## src/rtl/maxpool_2x2_pkg.sv

```systemverilog
// Shared constants and helpers for the 2x2 max-pooling stage.
//   DEF_WORD_SIZE : global pixel width used by the conv/ReLU/pool pipeline.
//   ptr_width()   : address width for an n-entry array, never below 1 bit.
package maxpool_2x2_pkg;

    localparam int DEF_WORD_SIZE = 16;

    // A 1-entry array still needs a 1-bit address port.
    function automatic int ptr_width(input int n);
        return (n <= 2) ? 1 : $clog2(n);
    endfunction

endpackage

```

## src/rtl/maxpool_2x2_line_buf.sv

```systemverilog
// pool_line_buf: holds the horizontal pair maxima of the current even row.
// No reset. Every entry is written on an even row before the following odd
// row reads it.
//   clk   : write clock
//   we    : write enable, with waddr / wdata
//   raddr : combinational read address, result on rdata
module pool_line_buf #(
    parameter int WORD_SIZE = 16,
    parameter int DEPTH     = 4,
    parameter int PW        = 2
) (
    input  logic                 clk,
    input  logic                 we,
    input  logic [PW-1:0]        waddr,
    input  logic [WORD_SIZE-1:0] wdata,
    input  logic [PW-1:0]        raddr,
    output logic [WORD_SIZE-1:0] rdata
);

    logic [WORD_SIZE-1:0] mem_q [DEPTH];

    always_ff @(posedge clk) begin
        if (we) begin
            mem_q[waddr] <= wdata;
        end
    end

    assign rdata = mem_q[raddr];

endmodule

```

## src/rtl/maxpool_2x2.sv

```systemverilog
// maxpool_2x2: streaming 2x2, stride-2 signed max pooling on a row-major
// pixel stream (one pixel per cycle at most, no backpressure).
//   clk, rst   : rising-edge clock, asynchronous active-high reset
//   DI_valid   : DI carries a pixel this cycle
//   DI         : signed pixel
//   DO_valid   : one-cycle pulse, DO carries a pooled maximum
//   DO         : pooled maximum, held between pulses
//   frame_done : pulses together with the last DO_valid of a frame
//
// Dataflow: even columns park the pixel in h_q. Odd columns form the
// horizontal pair max; on even rows it goes to the line buffer, on odd rows
// it is combined with the stored pair from the row above and emitted.
module maxpool_2x2
    import maxpool_2x2_pkg::*;
#(
    parameter int WORD_SIZE = DEF_WORD_SIZE,
    parameter int IMG_W     = 8,
    parameter int IMG_H     = 8
) (
    input  logic                 clk,
    input  logic                 rst,
    input  logic                 DI_valid,
    input  logic [WORD_SIZE-1:0] DI,
    output logic                 DO_valid,
    output logic [WORD_SIZE-1:0] DO,
    output logic                 frame_done
);

    if ((IMG_W % 2) != 0 || IMG_W < 2 || (IMG_H % 2) != 0 || IMG_H < 2) begin : g_bad_params
        $error("maxpool_2x2: IMG_W and IMG_H must be even and >= 2");
    end

    localparam int CW = ptr_width(IMG_W);
    localparam int RW = ptr_width(IMG_H);
    localparam int PW = ptr_width(IMG_W / 2);
    localparam logic [CW-1:0] COL_LAST = CW'(IMG_W - 1);
    localparam logic [RW-1:0] ROW_LAST = RW'(IMG_H - 1);

    function automatic logic [WORD_SIZE-1:0] smax(input logic [WORD_SIZE-1:0] a,
                                                  input logic [WORD_SIZE-1:0] b);
        return ($signed(a) >= $signed(b)) ? a : b;
    endfunction

    logic [CW-1:0]        col_q, col_d;
    logic [RW-1:0]        row_q, row_d;
    logic [WORD_SIZE-1:0] h_q, h_d;
    logic [WORD_SIZE-1:0] do_q, do_d;
    logic                 do_valid_q, do_valid_d;
    logic                 frame_done_q, frame_done_d;

    logic [WORD_SIZE-1:0] hm;
    logic                 lb_we;
    logic [PW-1:0]        lb_addr;
    logic [WORD_SIZE-1:0] lb_rdata;

    // Pair index within the row; same slot for the even-row write and
    // the odd-row read.
    assign lb_addr = PW'(col_q >> 1);
    assign hm      = smax(h_q, DI);

    pool_line_buf #(
        .WORD_SIZE (WORD_SIZE),
        .DEPTH     (IMG_W / 2),
        .PW        (PW)
    ) u_line_buf (
        .clk   (clk),
        .we    (lb_we),
        .waddr (lb_addr),
        .wdata (hm),
        .raddr (lb_addr),
        .rdata (lb_rdata)
    );

    always_comb begin
        col_d        = col_q;
        row_d        = row_q;
        h_d          = h_q;
        do_d         = do_q;
        do_valid_d   = 1'b0;
        frame_done_d = 1'b0;
        lb_we        = 1'b0;

        if (DI_valid) begin
            if (col_q == COL_LAST) begin
                col_d = '0;
                row_d = (row_q == ROW_LAST) ? '0 : row_q + 1'b1;
            end else begin
                col_d = col_q + 1'b1;
            end

            if (!col_q[0]) begin
                h_d = DI;
            end else if (!row_q[0]) begin
                lb_we = 1'b1;
            end else begin
                do_d         = smax(lb_rdata, hm);
                do_valid_d   = 1'b1;
                frame_done_d = (row_q == ROW_LAST) && (col_q == COL_LAST);
            end
        end
    end

    always_ff @(posedge clk or posedge rst) begin
        if (rst) begin
            col_q        <= '0;
            row_q        <= '0;
            h_q          <= '0;
            do_q         <= '0;
            do_valid_q   <= 1'b0;
            frame_done_q <= 1'b0;
        end else begin
            col_q        <= col_d;
            row_q        <= row_d;
            h_q          <= h_d;
            do_q         <= do_d;
            do_valid_q   <= do_valid_d;
            frame_done_q <= frame_done_d;
        end
    end

    assign DO         = do_q;
    assign DO_valid   = do_valid_q;
    assign frame_done = frame_done_q;

endmodule

```

## config.mk

```make
export PLATFORM = sky130hd
export DESIGN_NAME = maxpool_2x2
export DESIGN_NICKNAME = d
export VERILOG_FILES = /design/src/rtl/maxpool_2x2_pkg.sv /design/src/rtl/maxpool_2x2_line_buf.sv /design/src/rtl/maxpool_2x2.sv
export SDC_FILE = /design/constraint.sdc
export NUM_CORES = 1
export LEC_CHECK = 0
export BUFFER_PORTS_ARGS = -buffer_cell sky130_fd_sc_hd__clkbuf_2
export CAP_MARGIN = 20
export CORE_MARGIN = 2
export CORE_UTILIZATION = 30
export DETAILED_ROUTE_END_ITERATION = 8
export GPL_TIMING_DRIVEN = 0
export PLACE_DENSITY = 0.52
export SLEW_MARGIN = 10
export SYNTH_ARGS = -nofsm -noshare
export SYNTH_HDL_FRONTEND = slang
export SYNTH_SLANG_ARGS = --single-unit
```

## constraint.sdc

```tcl
create_clock -name clk -period 5 [get_ports clk]
set_input_delay 0.75 -clock clk [delete_from_list [all_inputs] [get_ports clk]]
set_output_delay 0.75 -clock clk [all_outputs]
set_load 0.02 [all_outputs]
```

==> flow_metrics.env, run 1 <==
export IMPL_synth_top_family_by_area="multiplexers"
export IMPL_outcome="finished, final reports clean"
export IMPL_die_h_um=137.5
export IMPL_ant_nets=0
export IMPL_worstPathRequired_ns=5.29
export IMPL_drive_gt1_share_pct=25.06
export IMPL_cts_buffers=9
export IMPL_synthFlopType="edfxtp_1"
export IMPL_cp_arrival_ns=5.03
export IMPL_power_density_nw_per_um2=626.9
export IMPL_final_core_util_pct=36.28
export IMPL_drtIter0Drc=182
export IMPL_p_leak_nw=2.599
export IMPL_final_nets=497
export IMPL_viasPerCell=4.938
export IMPL_dp_hpwl_um=8945
export IMPL_syn_num_nets=443
export IMPL_clockBufferDepth=2
export IMPL_n_fill_cell=1670
export IMPL_reg2reg_setup_slack_ns=0.41
export IMPL_muxShareOfSynthArea_pct=17.52
export IMPL_worstReg2RegStart="h_q[15]"
export IMPL_dr_pass1_iters=4
export IMPL_dp_cells=656
export IMPL_cts_sinks=104
export IMPL_place_area_um2=5897
export IMPL_slew_headroom_pct=38.61
export IMPL_syn_area_um2=5350
export IMPL_synth_simple_area_share_pct=7.460
export IMPL_drv_slew=0
export IMPL_ys_seq_area_share_pct=54.63
export IMPL_whs_ns=0.3030
export IMPL_worst_slew_pin_slew_ns=0.9208
export IMPL_worstHoldPathType="in -> async"
export IMPL_root_buffer="clkbuf_16"
export IMPL_startpoint_type="primary input"
export IMPL_synth_edf_count=64
export IMPL_worstReg2RegEnd="DO[4]"
export IMPL_synthToLayoutAreaGrowth_pct=17.70
export IMPL_layout_commonest_cell="edfxtp_1"
export IMPL_cts_clk_slew_worst_paths_ns=0.07
export IMPL_diodes=0
export IMPL_synth_compound_area_share_pct=7.530
export IMPL_coreArea_um2=17360
export IMPL_endpoint_kind="flip-flop"
export IMPL_async_flop_share_pct=38.46
export IMPL_grt_usage_pct=14.00
export IMPL_vias=3318
export IMPL_clock_latency_ns=0.36
export IMPL_grt_overflow_total=0
export IMPL_place_congestion=0.7903
export IMPL_route_detailed_drc=0
export IMPL_fmax_ghz=0.2109
export IMPL_ys_ff_latch=104
export IMPL_synth_xor_area_share_pct=0
export IMPL_worst_slack_ns=0.2583
export IMPL_grt_pass1_wl_um=19370
export IMPL_cts_tree="done"
export IMPL_period_share_pct=94.83
export IMPL_final_area_um2=6297
export IMPL_skew_ns=0.007058
export IMPL_worstPathMaxFanout=10
export IMPL_synthCells=388
export IMPL_avgRoutedWirePerCell_um=18.27
export IMPL_start_util_pct=30.82
export IMPL_drt_wl_total_um=12280
export IMPL_io_buffers=36
export IMPL_rows=48
export IMPL_postCtsSetupRepairBufs=0
export IMPL_dieWidth_um=137.5
export IMPL_die_area_um2=18920
export IMPL_hold_buffers=0
export IMPL_ys_warn_count=0
export IMPL_dp_slack_ns=-0.5620
export IMPL_antenna_found_initial=0
export IMPL_ios=37
export IMPL_rr_worst_depth=17
export IMPL_finalCriticalPeriod_ns=4.742
export IMPL_final_cell_mix="edfxtp_1, dfrtp_1, ha_1, clkbuf_2, inv_1"
export IMPL_synth_avg_cell_area_um2=13.79
export IMPL_yosysUniqueCellTypes=39
export IMPL_fin_cells=672
export IMPL_synthAdderAreaFrac_pct=8.419
export IMPL_htreeDepth=3
export IMPL_rsz0062_at_grt="false"
export IMPL_grt_max_degree=32
export IMPL_finalSetupViolCount=0
export IMPL_grt_pass1_vias=3549
export IMPL_peakVddDrop_uv=252.1
export IMPL_crit_type="in -> reg"
export IMPL_cap_violations=0
export IMPL_hold_violations=0
worst max-delay path by stage:
stage | end | cells past startpoint | slack [ns] | from
after floorplan | DO[15] | 17 | 0.60 | DI[1]
after global placement | DO[4] | 18 | -0.47 | DI[15]
after detailed placement | DO[4] | 18 | -0.56 | DI[15]
after CTS | DO[4] | 18 | 0.03 | DI[15]
after global routing | DO[4] | 19 | 0.006 | DI[15]
final | DO[4] | 19 | 0.26 | DI[15]
area by class of cell:
type | count | area (um^2) | share of cell area [%]
inverter | 35 | 131.4 | 2.086
clock inverter | 7 | 85.08 | 1.351
sequential | 104 | 2923 | 46.41
clock buffer | 9 | 225.2 | 3.576
buffer | 16 | 106.4 | 1.689
multi-input combinational | 233 | 2295 | 36.44
timing repair buffer | 43 | 250.2 | 3.974
tap | 225 | 281.5 | 4.470
metal layers:
layer / share of wire (%) / routed length, um / global-route usage [%]
met4: 1.2 / 150 / 3.551
met1: 47 / 5751 / 18.05
met3: 3.9 / 478 / 3.532
met2: 48 / 5895 / 23.55
met5: 0 / 0 / 0
where the power goes:
part           internal, mW  switching (mW)  total [mW]
registers              1.21           0.123        1.34
logic                 0.796            1.07        1.86
clock network         0.399           0.347       0.746
what timing repair did:
item,CTS,global route
gates cloned,0,0
setup endpoints to repair,10,12
pin swaps,0,0
resized for setup,1,15
through the flow:
stage	TNS (ns)	total power, mW
floorplan	0	2.617
finish	0	3.948
CTS	0	3.902
detailed placement	-6.714	3.138
global route	0	4.246
global placement	-5.311	3.071
kinds of logic after synthesis:
logic type,count (synthesis)
and+or+nand+nor,70
DFF,104
AOI/OAI and AO/OA,57
muxes,70
buffers and inverters,51
adders and majority gates,36
sequential cells by signal, indices dropped and copies added, names as in the netlist:
name	flops
frame_done	1
DO	16
col_q	3
h_q	16
DO_valid	1
u_line_buf.mem_q	64
row_q	3
synthesized netlist by cell type (4+ instances only):
library cell	number	area, um^2
ha_1	36	450.4
nand3_1	5	25.02
and2_1	16	100.1
a21oi_1	11	55.05
edfxtp_1	64	1922
nand4_1	4	25.02
a221o_1	16	160.2
mux4_2	16	360.4
inv_1	35	131.4
dfrtp_1	40	1001
mux2i_1	41	410.4
mux2_2	5	56.30
clkbuf_1	6	22.52
mux2i_2	8	110.1
nor2_1	4	15.01
o21ai_0	19	95.09
a21o_1	4	30.03
nand2_1	23	86.33
worst max-delay path, stage by stage:
cell and delay [ns]:
clkbuf_2 0.12, inv_1 0.06, ha_1 0.28, buf_6 0.16, nand4_4 0.13, a2111oi_0 0.39, or4_1 0.19, buf_6 0.18
buf_12 0.19, mux2i_2 0.42, inv_1 0.08, ha_1 0.32, nor2b_1 0.14, o211ai_1 0.19, a21o_1 0.16, and3_1 0.28
mux2i_4 0.43, buf_2 0.34, a221o_1 0.20
(Power assumes the default switching activity.)
==> inputs of run 2 (changes only) <==
--- a/config.mk
+++ b/config.mk
@@ -9,6 +9,7 @@
 export CAP_MARGIN = 20
 export CORE_MARGIN = 2
 export CORE_UTILIZATION = 30
+export CTS_BUF_LIST = sky130_fd_sc_hd__clkbuf_4 sky130_fd_sc_hd__clkbuf_8
 export DETAILED_ROUTE_END_ITERATION = 8
 export GPL_TIMING_DRIVEN = 0
 export PLACE_DENSITY = 0.52
==> run 2 against run 1 <==
Sequential share of layout area up 0.95 points. Core utilization down 0.73 points. Die area unchanged. Wire length about the same. Global-route usage about the same. Fmax up 1.1%. Sequential cell count unchanged. Combinational power about the same. Final area down 2.0%. Clock skew up 0.0049 ns. Critical endpoint unchanged. Largest power group unchanged. Highest routed layer unchanged.
==> flow_metrics.env, run 2 (synthesis results as in run 1) <==
export IMPL_antenna_found_initial=0
export IMPL_cp_arrival_ns=5.02
export IMPL_cp_depth=17
export IMPL_worst_slack_ns=0.3097
export IMPL_htreeDepth=3
export IMPL_rsz0062_at_grt="false"
export IMPL_io_buffers=36
export IMPL_fmax_ghz=0.2132
export IMPL_path_delay_family="multiplexers"
export IMPL_viasPerCell=4.936
export IMPL_postCtsSetupRepairBufs=0
export IMPL_dp_hpwl_um=8945
export IMPL_endpoint_kind="flip-flop"
export IMPL_critPathCapture="DO[4]"
export IMPL_drive_gt1_share_pct=24.61
export IMPL_coreArea_um2=17360
export IMPL_cts_tree="done"
export IMPL_worstHoldPathType="in -> async"
export IMPL_drt_wl_total_um=12280
export IMPL_place_congestion=0.7903
export IMPL_dr_pass1_iters=4
export IMPL_path_buf_inv=6
export IMPL_die_h_um=137.5
export IMPL_peakVddDrop_uv=207.0
export IMPL_clock_latency_ns=0.39
export IMPL_dp_slack_ns=-0.5620
export IMPL_die_area_um2=18920
export IMPL_worstReg2RegEnd="DO[4]"
export IMPL_p_leak_nw=2.550
export IMPL_worstReg2RegStart="h_q[15]"
export IMPL_rr_worst_depth=15
export IMPL_final_cell_mix="edfxtp_1, dfrtp_1, ha_1, clkbuf_2, mux2i_1"
export IMPL_slowest_delay_ns=0.56
export IMPL_grt_usage_pct=13.95
export IMPL_rows=48
export IMPL_period_share_pct=93.81
export IMPL_drv_slew=0
export IMPL_grt_max_degree=32
export IMPL_crit_chain="clkbuf_2, inv_1, ha_1, buf_6, nand4_4, a2111oi_0, or4_1, buf_6, mux2i_1, inv_1, ha_1, and4_1, a211oi_1, and3_1, mux2i_4, buf_2, a221o_1"
export IMPL_synthToLayoutAreaGrowth_pct=15.34
export IMPL_layout_commonest_cell="edfxtp_1"
export IMPL_hold_violations=0
export IMPL_start_util_pct=30.82
export IMPL_route_detailed_drc=0
export IMPL_final_area_um2=6171
export IMPL_dieWidth_um=137.5
export IMPL_root_buffer="clkbuf_8"
export IMPL_ant_nets=0
export IMPL_crit_type="in -> reg"
export IMPL_worst_slew_pin_slew_ns=0.9278
export IMPL_final_nets=497
export IMPL_outcome="finished, final reports clean"
export IMPL_cap_violations=0
export IMPL_finalSetupViolCount=0
export IMPL_cts_buffers=9
export IMPL_cts_clk_slew_worst_paths_ns=0.11
export IMPL_skew_ns=0.01198
export IMPL_n_fill_cell=1687
export IMPL_startpoint_type="primary input"
export IMPL_diodes=0
export IMPL_grt_pass1_wl_um=19330
export IMPL_largest_reg_flops=64
export IMPL_worstPathMaxFanout=10
export IMPL_vias=3317
export IMPL_cts_sinks=104
export IMPL_finalCriticalPeriod_ns=4.690
export IMPL_grt_pass1_vias=3531
export IMPL_worstPathRequired_ns=5.33
export IMPL_ios=37
export IMPL_place_area_um2=5897
export IMPL_reg2reg_setup_slack_ns=0.42
export IMPL_drtIter0Drc=148
export IMPL_grt_overflow_total=0
export IMPL_slew_headroom_pct=38.15
export IMPL_crit_start="DI[15]"
export IMPL_power_density_nw_per_um2=607.4
export IMPL_avgRoutedWirePerCell_um=18.27
export IMPL_largest_register="u_line_buf.mem_q"
export IMPL_clockBufferDepth=2
export IMPL_cp_slowest_cell="mux2i_1"
-- run 2: changes by cell type in the layout (fill, tap and decap cells not counted) --
cell       previous run  this run
clkbuf_16             9         0
mux2i_1              33        35
mux2i_4               6         4
clkbuf_8              0         9
-- run 2: final cells by class --
cell class	instances	area, um^2	area share, %
Clock inverter	7	85.08	1.379
Inverter	35	131.4	2.129
Clock buffer	9	123.9	2.007
Buffer	16	106.4	1.723
Tap cell	225	281.5	4.562
Sequential cell	104	2923	47.36
Timing Repair Buffer	43	250.2	4.055
Multi-Input combinational cell	233	2270	36.78
-- run 2: timing repair --
| action | CTS | global route |
|---|---|---|
| endpoints found under the setup margin | 10 | 12 |
| endpoints found under the hold margin | 0 | 0 |
| resized for setup | 1 | 11 |
| hold buffers | 0 | 0 |
-- run 2: how the worst min path moves through the flow --
stage                           to  slack [ns]  cells after the start
after floorplan           row_q[1]        0.48                      1
after global placement    row_q[1]        0.49                      1
final                       h_q[6]        0.26                      2
after global routing        h_q[6]        0.27                      2
after CTS                   h_q[3]        0.26                      2
after detailed placement  row_q[2]        0.51                      1
-- run 2: metrics by stage --
stage          cells  total power [mW]  TNS [ns]  utilization (%)  hold WS [ns]
6_report         672             3.748         0            35.55        0.2587
5_1_grt          672             4.045         0            35.55        0.2650
4_1_cts          672             3.720         0            35.20        0.2564
3_5_place_dp     656             3.138    -6.714            33.97        0.5065
3_3_place_gp     649             3.071    -5.311            33.48        0.4913
2_1_floorplan    388             2.617         0                -        0.4835
-- run 2: per-layer routing --
layer  routed length, um  vias up  part of all wire (%)  global-route usage [%]
met1                5786     1682                    47                   18.24
met2                5914       58                    48                   23.41
met5                   0        -                     0                       0
li1                    -     1567                     -                       -
met3                 445       10                   3.6                   3.642
met4                 133        0                   1.1                   2.864
-- run 2: where the power goes --
| part | switching, mW | internal, mW | total (mW) |
|---|---|---|---|
| sequential | 0.122 | 1.21 | 1.34 |
| combinational | 1.06 | 0.782 | 1.84 |
| clock | 0.329 | 0.242 | 0.571 |
| total | 1.51 | 2.24 | 3.75 |
==> inputs of run 3 (changes only) <==
--- a/config.mk
+++ b/config.mk
@@ -8,11 +8,12 @@
 export BUFFER_PORTS_ARGS = -buffer_cell sky130_fd_sc_hd__clkbuf_2
 export CAP_MARGIN = 20
 export CORE_MARGIN = 2
-export CORE_UTILIZATION = 30
+export CORE_UTILIZATION = 55
 export CTS_BUF_LIST = sky130_fd_sc_hd__clkbuf_4 sky130_fd_sc_hd__clkbuf_8
 export DETAILED_ROUTE_END_ITERATION = 8
 export GPL_TIMING_DRIVEN = 0
-export PLACE_DENSITY = 0.52
+export PLACE_DENSITY = 0.81
+export RECOVER_POWER = 50
 export SLEW_MARGIN = 10
 export SYNTH_ARGS = -nofsm -noshare
 export SYNTH_HDL_FRONTEND = slang
==> run 3 against run 2 <==
The run now ends with max-capacitance violations, max-slew violations left. Clock power fell by 6.1%. Clock-buffer cell count did not move. Setup slack got worse by 0.019 ns. Highest routed layer unchanged. Register-to-register slack got worse by 0.03 ns. Final area fell by 4.1%. Non-clock buffer count fell by 2. Cell count fell by 15%. Sequential cell count did not move. Global-route usage rose by 9.4 points. Fmax fell by 0.41%. Sequential power barely moved.
==> flow_metrics.env, run 3 (synthesis results as in run 1) <==
export IMPL_power_frac_seq_pct=36.8
export IMPL_whs_ns=0.4808
export IMPL_final_cell_mix="edfxtp_1, dfrtp_1, mux2i_1"
export IMPL_fmax_ghz=0.2123
export IMPL_die_area_um2=10530
export IMPL_grt_pass1_wl_um=18110
export IMPL_peakVddDrop_uv=246.0
export IMPL_route_detailed_drc=0
export IMPL_cap_violations=1
export IMPL_cts_resized_gates=0
export IMPL_viasPerCell=5.892
export IMPL_dr_pass1_iters=4
export IMPL_final_nets=495
export IMPL_crit_type="in -> reg"
export IMPL_endpoint_kind="flip-flop"
export IMPL_outcome="finished with violations"
export IMPL_largest_reg_flops=64
export IMPL_cts_sinks=104
export IMPL_startpoint_type="primary input"
export IMPL_dieWidth_um=102.6
export IMPL_ios=37
export IMPL_ant_nets=0
export IMPL_finalCriticalPeriod_ns=4.709
export IMPL_drive_gt1_share_pct=17.75
export IMPL_worstPathMaxFanout=10
export IMPL_p_int_mw=2.191
export IMPL_drv_slew=17
export IMPL_worst_slack_ns=0.2905
export IMPL_p_clk_share_pct=14.7
export IMPL_synthToLayoutAreaGrowth_pct=10.66
export IMPL_die_h_um=102.6
export IMPL_largest_register="u_line_buf.mem_q"
export IMPL_swShare_pct=39.80
export IMPL_grt_max_degree=22
export IMPL_drtIter0Drc=182
export IMPL_reg2reg_setup_slack_ns=0.39
export IMPL_hold_violations=0
export IMPL_drt_wl_total_um=11130
export IMPL_dp_hpwl_um=8244
export IMPL_postCtsSetupRepairBufs=0
export IMPL_vias=3382
export IMPL_hold_buffers=0
export IMPL_cts_buffers=9
export IMPL_violations="max-capacitance violations, max-slew violations"
export IMPL_combPwrFrac_pct=48.5
export IMPL_worstHoldPathType="in -> async"
export IMPL_place_congestion=0.8388
export IMPL_slew_headroom_pct=-0.9320
export IMPL_clockBufferDepth=2
export IMPL_dp_slack_ns=-0.3527
export IMPL_io_buffers=36
export IMPL_worst_slew_pin_slew_ns=1.508
export IMPL_power_switching_mw=1.448
export IMPL_finalSetupViolCount=0
export IMPL_clock_latency_ns=0.37
export IMPL_grt_usage_pct=23.37
export IMPL_worstPathRequired_ns=5.31
export IMPL_rows=35
export IMPL_grt_pass1_vias=3570
export IMPL_antenna_found_initial=0
export IMPL_start_util_pct=57.36
export IMPL_power_density_nw_per_um2=614.6
export IMPL_coreArea_um2=9328
export IMPL_cp_arrival_ns=5.02
export IMPL_avgRoutedWirePerCell_um=19.38
export IMPL_cts_tree="done"
export IMPL_htreeDepth=3
export IMPL_cts_clk_slew_worst_paths_ns=0.10
export IMPL_grt_overflow_total=0
export IMPL_skew_ns=0.01031
export IMPL_p_leak_nw=2.457
export IMPL_layout_commonest_cell="edfxtp_1"
export IMPL_period_share_pct=94.19
export IMPL_root_buffer="clkbuf_8"
export IMPL_rr_worst_depth=16
export IMPL_rsz0062_at_grt="false"
export IMPL_diodes=0
## run 3: area by class of cell
type / instances / area, um^2
plain buffers: 16 / 106.4
clock buffers: 9 / 123.9
clock inverters: 7 / 80.08
fillers: 681 / 3407
inverters: 35 / 131.4
multi-input cells: 233 / 2217
flip-flops and latches: 104 / 2923
well taps: 129 / 161.4
repair buffers: 41 / 177.7
## run 3: critical path: stages
cell	delay [ns]
clkbuf_2	0.11
inv_1	0.05
ha_1	0.30
nor2b_4	0.13
o211ai_2	0.14
a2111oi_0	0.11
or4_1	0.53
buf_6	0.17
mux2i_1	0.47
inv_1	0.11
ha_1	0.34
a21oi_1	0.14
o21ai_0	0.08
a211oi_1	0.33
and3_1	0.31
mux2i_2	0.45
buf_2	0.32
a221o_1	0.18
## run 3: layer usage
metal	routed length, um	vias up	track usage (%)	part of all wire, %
li1	-	1578	-	-
met1	4783	1684	30.49	43
met2	5657	106	39.52	51
met3	504	14	4.203	4.5
met4	181	0	8.410	1.6
met5	0	-	0	0
## run 3: worst paths after layout
check                         start          to
setup / recovery              DI[1]      DO[15]
hold / removal                  rst  frame_done
setup reg to reg             h_q[1]      DO[15]
hold reg to reg            row_q[1]    row_q[1]
max in group asynchronous       rst    col_q[0]
min in group clk           row_q[1]    row_q[1]
## run 3: power groups by stage
stage | clock network (mW) | logic (mW) | registers [mW]
floorplan | 0 | 1.22 | 1.40
global placement | 0 | 1.64 | 1.34
detailed placement | 0 | 1.74 | 1.36
CTS | 0.544 | 1.75 | 1.34
global route | 0.576 | 1.95 | 1.36
finish | 0.536 | 1.76 | 1.34
## run 3: per-stage QoR
stage | total power, mW | std cells | area, um^2 | setup TNS, ns | util (%)
2_1_floorplan | 2.617 | 388 | 5350 | 0 | -
3_3_place_gp | 2.978 | 553 | 5692 | -2.823 | 61.02
3_5_place_dp | 3.099 | 558 | 5754 | -4.305 | 61.69
4_1_cts | 3.635 | 574 | 5958 | 0 | 63.88
5_1_grt | 3.892 | 574 | 5921 | 0 | 63.47
6_report | 3.639 | 574 | 5921 | 0 | 63.47
